File: src/rtl/serial_mmio_responder_if.sv
// CPU-side bus for the serial window: one-cycle access strobe, store data,
// and combinational load data returned in the same cycle.
interface serial_mmio_responder_if;
   logic        ce_i;
   logic        we_i;
   logic [3:0]  addr_i;
   logic [7:0]  wdata_i;
   logic [31:0] rdata_o;

   modport master (output ce_i, we_i, addr_i, wdata_i, input rdata_o);
   modport slave  (input ce_i, we_i, addr_i, wdata_i, output rdata_o);
endinterface

File: src/rtl/serial_mmio_responder.sv
// Serial-port MMIO responder: data register at 0x8, status register at 0xC.
// Buffers received bytes in an RX FIFO and store data in a TX FIFO, and
// feeds the transmitter one byte at a time through a small start/busy FSM.
module serial_mmio_responder #(
   parameter int RX_AW        = 3,
   parameter int TX_AW        = 3,
   parameter int BUSY_TIMEOUT = 4
) (
   input  logic                    clk,
   input  logic                    rst,
   serial_mmio_responder_if.slave  bus,
   input  logic                    rx_ready_i,
   input  logic [7:0]              rx_data_i,
   input  logic                    tx_busy_i,
   output logic                    tx_start_o,
   output logic [7:0]              tx_data_o,
   output logic                    irq_o
);

   localparam int RX_DEPTH = 1 << RX_AW;
   localparam int TX_DEPTH = 1 << TX_AW;
   localparam int TW       = $clog2(BUSY_TIMEOUT + 1);

   localparam logic [1:0] S_IDLE   = 2'd0;
   localparam logic [1:0] S_START  = 2'd1;
   localparam logic [1:0] S_WAITHI = 2'd2;
   localparam logic [1:0] S_WAITLO = 2'd3;

   // storage and registered state
   logic [7:0]     rx_mem_q [RX_DEPTH];
   logic [7:0]     tx_mem_q [TX_DEPTH];
   logic [RX_AW-1:0] rx_wp_q, rx_wp_d, rx_rp_q, rx_rp_d;
   logic [TX_AW-1:0] tx_wp_q, tx_wp_d, tx_rp_q, tx_rp_d;
   logic [RX_AW:0] rx_count_q, rx_count_d;
   logic [TX_AW:0] tx_count_q, tx_count_d;
   logic           rxovr_q, rxovr_d, txdrop_q, txdrop_d;
   logic [1:0]     state_q, state_d;
   logic [TW-1:0]  timer_q, timer_d;
   logic [7:0]     tx_data_q, tx_data_d;

   // decoded access and FIFO events
   logic ld_data, ld_stat, st_data;
   logic rx_empty, rx_full, rx_push, rx_pop;
   logic tx_full, tx_push, tx_pop;

   // The count never exceeds the depth, so its top bit alone marks "full".
   assign rx_empty = (rx_count_q == '0);
   assign rx_full  = rx_count_q[RX_AW];
   assign tx_full  = tx_count_q[TX_AW];

   // Access decode, FIFO bookkeeping, sticky flags and the TX FSM.
   always_comb begin
      ld_data = bus.ce_i & ~bus.we_i & (bus.addr_i == 4'h8);
      ld_stat = bus.ce_i & ~bus.we_i & (bus.addr_i == 4'hC);
      st_data = bus.ce_i &  bus.we_i & (bus.addr_i == 4'h8);

      // A pop frees a slot in the same cycle, so a push on a full FIFO with
      // a concurrent pop is accepted and is not an overrun.
      rx_pop  = ld_data & ~rx_empty;
      rx_push = rx_ready_i & (~rx_full | rx_pop);
      // TX fullness is judged before the FSM pop, so a store on full drops.
      tx_push = st_data & ~tx_full;
      tx_pop  = (state_q == S_IDLE) & (tx_count_q != '0) & ~tx_busy_i;

      rx_wp_d    = rx_wp_q + RX_AW'(rx_push);
      rx_rp_d    = rx_rp_q + RX_AW'(rx_pop);
      rx_count_d = rx_count_q + (RX_AW+1)'(rx_push) - (RX_AW+1)'(rx_pop);
      tx_wp_d    = tx_wp_q + TX_AW'(tx_push);
      tx_rp_d    = tx_rp_q + TX_AW'(tx_pop);
      tx_count_d = tx_count_q + (TX_AW+1)'(tx_push) - (TX_AW+1)'(tx_pop);

      // Setting beats a status-read clear in the same cycle.
      rxovr_d  = (rx_ready_i & rx_full & ~rx_pop) | (rxovr_q & ~ld_stat);
      txdrop_d = (st_data & tx_full) | (txdrop_q & ~ld_stat);

      state_d   = state_q;
      timer_d   = timer_q;
      tx_data_d = tx_data_q;
      case (state_q)
         S_IDLE: begin
            if (tx_pop) begin
               tx_data_d = tx_mem_q[tx_rp_q];
               state_d   = S_START;
            end
         end
         S_START: begin
            timer_d = '0;
            state_d = S_WAITHI;
         end
         S_WAITHI: begin
            // Give up on a transmitter that never acknowledges; the byte is lost.
            if (tx_busy_i)                                state_d = S_WAITLO;
            else if (timer_q == TW'(BUSY_TIMEOUT - 1))    state_d = S_IDLE;
            else                                          timer_d = timer_q + 1'b1;
         end
         default: begin
            if (!tx_busy_i) state_d = S_IDLE;
         end
      endcase
   end

   // Load data mux; stores and unmapped offsets read as zero.
   always_comb begin
      bus.rdata_o = '0;
      if (ld_data && !rx_empty) bus.rdata_o = {24'b0, rx_mem_q[rx_rp_q]};
      else if (ld_stat)         bus.rdata_o = {28'b0, txdrop_q, rxovr_q, ~rx_empty, ~tx_full};
   end

   // FIFO storage; contents need no reset since pointers and counts define validity.
   always_ff @(posedge clk) begin
      if (rx_push) rx_mem_q[rx_wp_q] <= rx_data_i;
      if (tx_push) tx_mem_q[tx_wp_q] <= bus.wdata_i;
   end

   // Control state with synchronous reset; reset abandons any frame in flight.
   always_ff @(posedge clk) begin
      if (rst) begin
         rx_wp_q    <= '0;
         rx_rp_q    <= '0;
         rx_count_q <= '0;
         tx_wp_q    <= '0;
         tx_rp_q    <= '0;
         tx_count_q <= '0;
         rxovr_q    <= 1'b0;
         txdrop_q   <= 1'b0;
         state_q    <= S_IDLE;
         timer_q    <= '0;
         tx_data_q  <= '0;
      end else begin
         rx_wp_q    <= rx_wp_d;
         rx_rp_q    <= rx_rp_d;
         rx_count_q <= rx_count_d;
         tx_wp_q    <= tx_wp_d;
         tx_rp_q    <= tx_rp_d;
         tx_count_q <= tx_count_d;
         rxovr_q    <= rxovr_d;
         txdrop_q   <= txdrop_d;
         state_q    <= state_d;
         timer_q    <= timer_d;
         tx_data_q  <= tx_data_d;
      end
   end

   assign tx_start_o = (state_q == S_START);
   assign tx_data_o  = tx_data_q;
   assign irq_o      = ~rx_empty;

endmodule

File: src/flat_wrapper.sv
// flat-port wrapper written by rule: the top's interface ports become plain ports
module serial_mmio_responder_flat 
#(
   parameter int RX_AW        = 3,
   parameter int TX_AW        = 3,
   parameter int BUSY_TIMEOUT = 4
)
  (clk, rst, rx_ready_i, rx_data_i, tx_busy_i, tx_start_o, tx_data_o, irq_o, bus_ce_i, bus_we_i, bus_addr_i, bus_wdata_i, bus_rdata_o);
  serial_mmio_responder_if bus_i ();
  input  logic clk;
  input  logic rst;
  input  logic rx_ready_i;
  input  logic [7:0] rx_data_i;
  input  logic tx_busy_i;
  output logic tx_start_o;
  output logic [7:0] tx_data_o;
  output logic irq_o;
  input wire logic [$bits(bus_i.ce_i)-1:0] bus_ce_i;
  input wire logic [$bits(bus_i.we_i)-1:0] bus_we_i;
  input wire logic [$bits(bus_i.addr_i)-1:0] bus_addr_i;
  input wire logic [$bits(bus_i.wdata_i)-1:0] bus_wdata_i;
  output wire logic [$bits(bus_i.rdata_o)-1:0] bus_rdata_o;
  assign bus_i.ce_i = bus_ce_i;
  assign bus_i.we_i = bus_we_i;
  assign bus_i.addr_i = bus_addr_i;
  assign bus_i.wdata_i = bus_wdata_i;
  assign bus_rdata_o = bus_i.rdata_o;
  serial_mmio_responder #(.RX_AW(RX_AW), .TX_AW(TX_AW), .BUSY_TIMEOUT(BUSY_TIMEOUT)) u_core (.clk(clk), .rst(rst), .bus(bus_i), .rx_ready_i(rx_ready_i), .rx_data_i(rx_data_i), .tx_busy_i(tx_busy_i), .tx_start_o(tx_start_o), .tx_data_o(tx_data_o), .irq_o(irq_o));
endmodule
File: config.mk
export PLATFORM = sky130hd
export DESIGN_NAME = serial_mmio_responder_flat
export DESIGN_NICKNAME = d
export VERILOG_FILES = /design/src/rtl/serial_mmio_responder_if.sv /design/src/rtl/serial_mmio_responder.sv /design/src/flat_wrapper.sv
export SDC_FILE = /design/constraint.sdc
export NUM_CORES = 1
export LEC_CHECK = 0
export BUFFER_PORTS_ARGS = -buffer_cell sky130_fd_sc_hd__buf_2
export CORE_MARGIN = 1.5
export CORE_UTILIZATION = 45
export CTS_CLUSTER_DIAMETER = 40
export CTS_CLUSTER_SIZE = 10
export DETAILED_ROUTE_END_ITERATION = 8
export GPL_TIMING_DRIVEN = 1
export SLEW_MARGIN = 20
export SYNTH_ARGS = -nofsm -noshare
export SYNTH_HDL_FRONTEND = slang
export SYNTH_SLANG_ARGS = --single-unit
export TNS_END_PERCENT = 5
File: constraint.sdc
create_clock -name clk -period 3 [get_ports clk]
set_input_delay 0.15 -clock clk [delete_from_list [all_inputs] [get_ports clk]]
set_output_delay 0.15 -clock clk [all_outputs]
set_load 0.03 [all_outputs]
* Yosys cells after proc, flatten, opt, wreduce, memory -nomap -nowiden *
Memories as Yosys holds them, arrays and structs flattened. A register that Yosys moved wholly into a read port is not among the register bits.
Cells that the tools add are included.
W data, S select, Z words.

operators by class
  add/sub/neg operators = 9
  eq/ne operators = 10
  mux-type cells = 15
  bitwise logic cells = 25
  reduce and logical (&&, ||, !) cells = 9

operators with widths
  cell                   count
  $mux W32               1
  $and A1 B1 Y1          15
  $add A3 B1 Y3          4
  $mux W3                3
  $add A4 B1 Y4          2
  $eq A4 B4 Y1 const B   2
  $mux W2                4
  $sub A4 B1 Y4          2
  $not A1 Y1             7
  $pmux W2 S3            1
  $pmux W3 S2            1
  $reduce_and A3 Y1      2
  $logic_not A4 Y1       1
  $mux W1                4
  $mux W4                1
  $ne A2 B2 Y1 const B   2
  $ne A4 B1 Y1 const B   1
  $reduce_bool A4 Y1     1
  $add A3 B1 Y3 const B  1
  $eq A3 B2 Y1 const B   1
  $ne A3 B2 Y1 const B   1
  $or A1 B1 Y1           3
  $eq A2 B1 Y1 const B   1
  $eq A2 B2 Y1 const B   1
  6 further kinds        6

word-level totals
  bits in registers = 27
  bits in writable memories = 128
  bits of input ports = 26
  output and inout port bits = 42
  memories = 2

memory list
  name             words  width  rd ports  clocked after memory_dff  write ports  line                         text
  u_core.rx_mem_q  8      8      1         1                         1            serial_mmio_responder.sv:30  logic [7:0] rx_mem_q [RX_DEPTH];
  u_core.tx_mem_q  8      8      1         1                         1            serial_mmio_responder.sv:31  logic [7:0] tx_mem_q [TX_DEPTH];

* Depth between registers and ports, before layout *
  word-level depth = 8
  depth in mapped cells = 13
  depth with buffers taken out = 12

* Least setup slack after synthesis *
OpenSTA, ideal clock, no wires.

  path type = register to register
  start = reg u_core.rx_count_q[3]
  end = reg u_core.rx_count_q[2]
  setup time = 129 ps
  arrival time = 2276 ps
  slack = 596 ps
  cell stages (with the launch flop) = 14
  buffers on the path = 1
  period minus slack after synthesis = 2404 ps
  path through = dfxtp_1 > inv_1 > ha_1 > nor3b_1 > or4_1 > buf_6 > inv_6 > ha_1 > inv_1 > ha_1 > inv_1 > fa_1 > xor2_1 > nor2_1

between the ends
  word-level cells in the longest chain between the ends = 7
  elaborated cells between the ends (all ways) = 8
  those cells by class = add/sub (2); bitwise (5); reduce/logical (1)

RTL lines
  what                      line                          text
  start: declaration        serial_mmio_responder.sv:34   logic [RX_AW:0] rx_count_q, rx_count_d;
  start signal: assignment  serial_mmio_responder.sv:132  rx_count_q <= rx_count_d;
  $logic_not A4 Y1          serial_mmio_responder.sv:47   assign rx_empty = (rx_count_q == '0);
  $not A1 Y1                serial_mmio_responder.sv:59   rx_pop = ld_data & ~rx_empty;
  $and A1 B1 Y1             serial_mmio_responder.sv:59
  $or A1 B1 Y1              serial_mmio_responder.sv:60   rx_push = rx_ready_i & (~rx_full | rx_pop);
  $and A1 B1 Y1             serial_mmio_responder.sv:60
  $add A4 B1 Y4             serial_mmio_responder.sv:67   rx_count_d = rx_count_q + (RX_AW+1)'(rx_push) - (RX_AW+1)'(rx_pop);
  $sub A4 B1 Y4 (*)         serial_mmio_responder.sv:67

Mark *: on every way between the ends. The rest lies on a longest branch, timed or not.
A chain may end at the register's enable or synchronous reset.

* Final worst setup path *
Ends and elaborated chain as after synthesis.

==> qor.yml <==
logic_synthesis:
  synth_area_leader_cell: "edfxtp_1"
  yosysMostFrequentCell: "edfxtp_1"
  synth_ff_type: "edfxtp_1"
  syn-instance-count: 414
  ys_seq_area_frac: 0.679
  synth.avg_cell_area_um2: 16.2
  syn_area_um2: 6700
  synth.area.top_cells: "edfxtp_1 (57%), mux4_2 (11%), dfxtp_1 (10%)"
  synth.distinct_cells: 40
  synth-warning-count: 0
  synthArstFlopShare: 0
  synth_edf_count: 128
  synth_seq_cells: 163
  synth_common_cells: "edfxtp_1 (128), nor2_1 (38), dfxtp_1 (35)"
  synth_top_area_share: 0.574
floorplan:
  initial_utilization: 0.461
  rows: 44
  die_area_um2: 15600
  coreArea_um2: 14500
  ios: 68
  die_y_um: 125
  die_x_um: 125
worst_setup_path:
  critical_path_class: "reg2reg"
  reg2reg_to: "u_core.rx_count_q[2]$_SDFF_PP0_"
  max_stage_delay_ns: 0.52
  crit_family: "adder cells"
  crit_path_cell_trace: "inv_1 -> ha_1 -> nor3b_1 -> or4_1 -> inv_6 -> ha_1 -> inv_1 -> ha_1 -> inv_1 -> fa_1 -> xor2_1 -> nor2_1"
  critPathMaxFanout: 4
  start_kind: "flip-flop"
  r2r_cells: 12
  cp-startpoint: "u_core.rx_count_q[3]$_SDFF_PP0_"
  crit_buf_inv: 4
  critical-path-slowest-cell: "or4_1"
  regToRegSetupSlack_ns: 0.43
  r2r-start: "u_core.rx_count_q[3]$_SDFF_PP0_"
  cp_data_arrival_time_ns: 2.85
  cp-end-kind: "flip-flop"
  cp_data_required_time_ns: 3.28
placement:
  routabilityCongestion: 0.740
  io_buffer_count: 43
  hpwlAfterDp_mm: 7.85
pwr:
  ir_worst_vdd_uv: 437
  power_frac_comb: 0.187
  powerDensity_nw_per_um2: 742
  p_sw_w: 0.00157
  intPower_w: 0.00424
  pwr-share-seq: 0.461
  clockPowerShare: 0.352
  switching_share: 0.270
  leakage_nw: 2.77
finish:
  drive_gt1_frac: 0.267
  diodes: 0
  nets: 542
  area_delta_synth_final_pct: 17.1
  multiInputGateArea_um2: 1890
  ff_latch_area_um2: 4540
  fillers: 1168
sta:
  setup_tns_ns: 0
  fmax_ghz: 0.389
  finalMaxSlewViolations: 0
  final_hold_viol_count: 0
  fin_crit_ns: 2.57
  fin_hold_ws_ns: 0.0102
  setup-violations-final: 0
  post-route-period-util: 0.856
  skew_ns: 0.0103
  worst_pin_slew_ns: 0.925
  maxSlewHeadroom: 0.382
  rsz0062_at_grt: "false"
grt:
  grt_max_degree: 36
  grt_pass1_vias: 3647
  antenna_found_initial: 0
  overflow: 0
  grt_pass1_wl_mm: 19.3
  grt_usage: 0.165
routing:
  drtIter0Drc: 239
  drc: 0
  routed_wl_mm: 12.1
  drt_first_pass_iters: 4
  route.antenna.remaining_nets: 0
  wire_per_inst_um: 17.5
  via_per_inst: 5.11
  vias: 3547
clock_tree:
  clkSinkCount: 163
  cts_resized: 0
  clk_pin_slew_ns: 0.06
  cts_buffers: 17
  cts_tree: "built"
  clockRootBuffer: "clkbuf_16"
  htree_num_levels: 4
  clock_path_buffers: 2
  clk_latency_ns: 0.42
hold_path:
  min_path_type: "in2reg"
  holdPathStages: 1
  holdPathEnd: "u_core.tx_mem_q[7][5]$_DFFE_PP_"
  hold_start: "bus_wdata_i[5]"
outcome:
  status: "finished clean"
flow_run:
  drv_cap: 0
==> worst max-delay path by stage <==
stage / endpoint / cells after the start
floorplan: u_core.rx_count_q[2]$_SDFF_PP0_ / 13
global placement: u_core.rx_count_q[2]$_SDFF_PP0_ / 12
detailed placement: u_core.rx_count_q[2]$_SDFF_PP0_ / 12
CTS: bus_rdata_o[1] / 5
global route: u_core.rx_count_q[3]$_SDFF_PP0_ / 12
finish: u_core.rx_count_q[2]$_SDFF_PP0_ / 12
==> worst reg2reg max path, stage by stage, from the launching register on <==
cell	delay, ns
dfxtp_1	0.36
inv_1	0.06
ha_1	0.17
nor3b_1	0.17
or4_1	0.52
inv_6	0.10
ha_1	0.23
inv_1	0.06
ha_1	0.16
inv_1	0.06
fa_1	0.38
xor2_1	0.14
nor2_1	0.05
==> registers in the layout, summed over array words and instances, names as in the netlist, 2 cells and up <==
name and flops:
u_core.tx_count_q 4, u_core.rx_mem_q 64, u_core.tx_rp_q 3, u_core.state_q 2, u_core.tx_mem_q 64, u_core.rx_wp_q 3
u_core.rx_rp_q 3, u_core.timer_q 3, u_core.tx_wp_q 3, u_core.rx_count_q 4, u_core.tx_data_o 8
==> logic make-up after synthesis <==
group	count (synthesis)	synth area share
flops	163	0.679
buf+inv	59	0.0514
xor+xnor	10	0.0131
simple gates	97	0.0746
other cells	1	0.000560
compound gates	24	0.0226
fa+ha+maj	19	0.0377
mux	41	0.121
==> repair_timing <==
item                                   4_1_cts  5_1_grt
setup buffers                                0        0
hold buffers                                13        0
endpoints found under the hold margin       87        0
==> power by group through the flow <==
stage | Combinational, W | Clock [W] | Sequential (W)
after floorplan | 0.000780 | 0 | 0.00278
after global placement | 0.00106 | 0 | 0.00272
after detailed placement | 0.00108 | 0 | 0.00273
after CTS | 0.00110 | 0.00210 | 0.00268
after global routing | 0.00120 | 0.00218 | 0.00270
final | 0.00109 | 0.00205 | 0.00268
==> metal layers <==
metal	up-vias	track usage	part of all wire	wire length (um)
li1	1674	-	-	-
met1	1778	0.220	0.47	5690
met2	83	0.267	0.48	5830
met3	12	0.0385	0.038	458
met4	0	0.0635	0.014	170
met5	-	0	0	0
==> stage by stage <==
stage	area (um^2)	power (W)	std cells	util	setup WS, ns
5_1_grt	7840	0.00608	694	0.540	0.261
3_3_place_gp	7140	0.00378	649	0.492	0.545
4_1_cts	7840	0.00588	694	0.540	0.399
3_5_place_dp	7140	0.00381	649	0.492	0.436
2_1_floorplan	6780	0.00356	437	-	0.596
6_report	7840	0.00581	694	0.540	0.431
==> cell usage in the layout, fill, tap and decap left out, drive strengths merged, types with 2 or more instances in the layout <==
cell,count
clkbuf,21
dfxtp,35
fa,2
edfxtp,128
o22ai,11
or3b,2
conb,24
mux2,2
xnor2,8
clkinv,6
clkinvlp,3
nor2b,9
mux4,32
buf,67
nand3b,3
dlygate4sd3,13
and2,3
ha,17
xor2,2
nor2,39
nand2,10
nor4,2
a21o,2
nand3,2
nor3,16
a21oi,5
o21ai,2
mux2i,7
nand2b,6
inv,21
==> final cells by class <==
cell class | count | share of cell area
sequential | 163 | 0.580
timing repair buffer | 80 | 0.0670
inverter | 20 | 0.0102
tap | 184 | 0.0294
clock buffer | 21 | 0.0587
clock inverter | 11 | 0.0136
multi-input combinational | 215 | 0.242
Power figures use the tool's default switching activity.
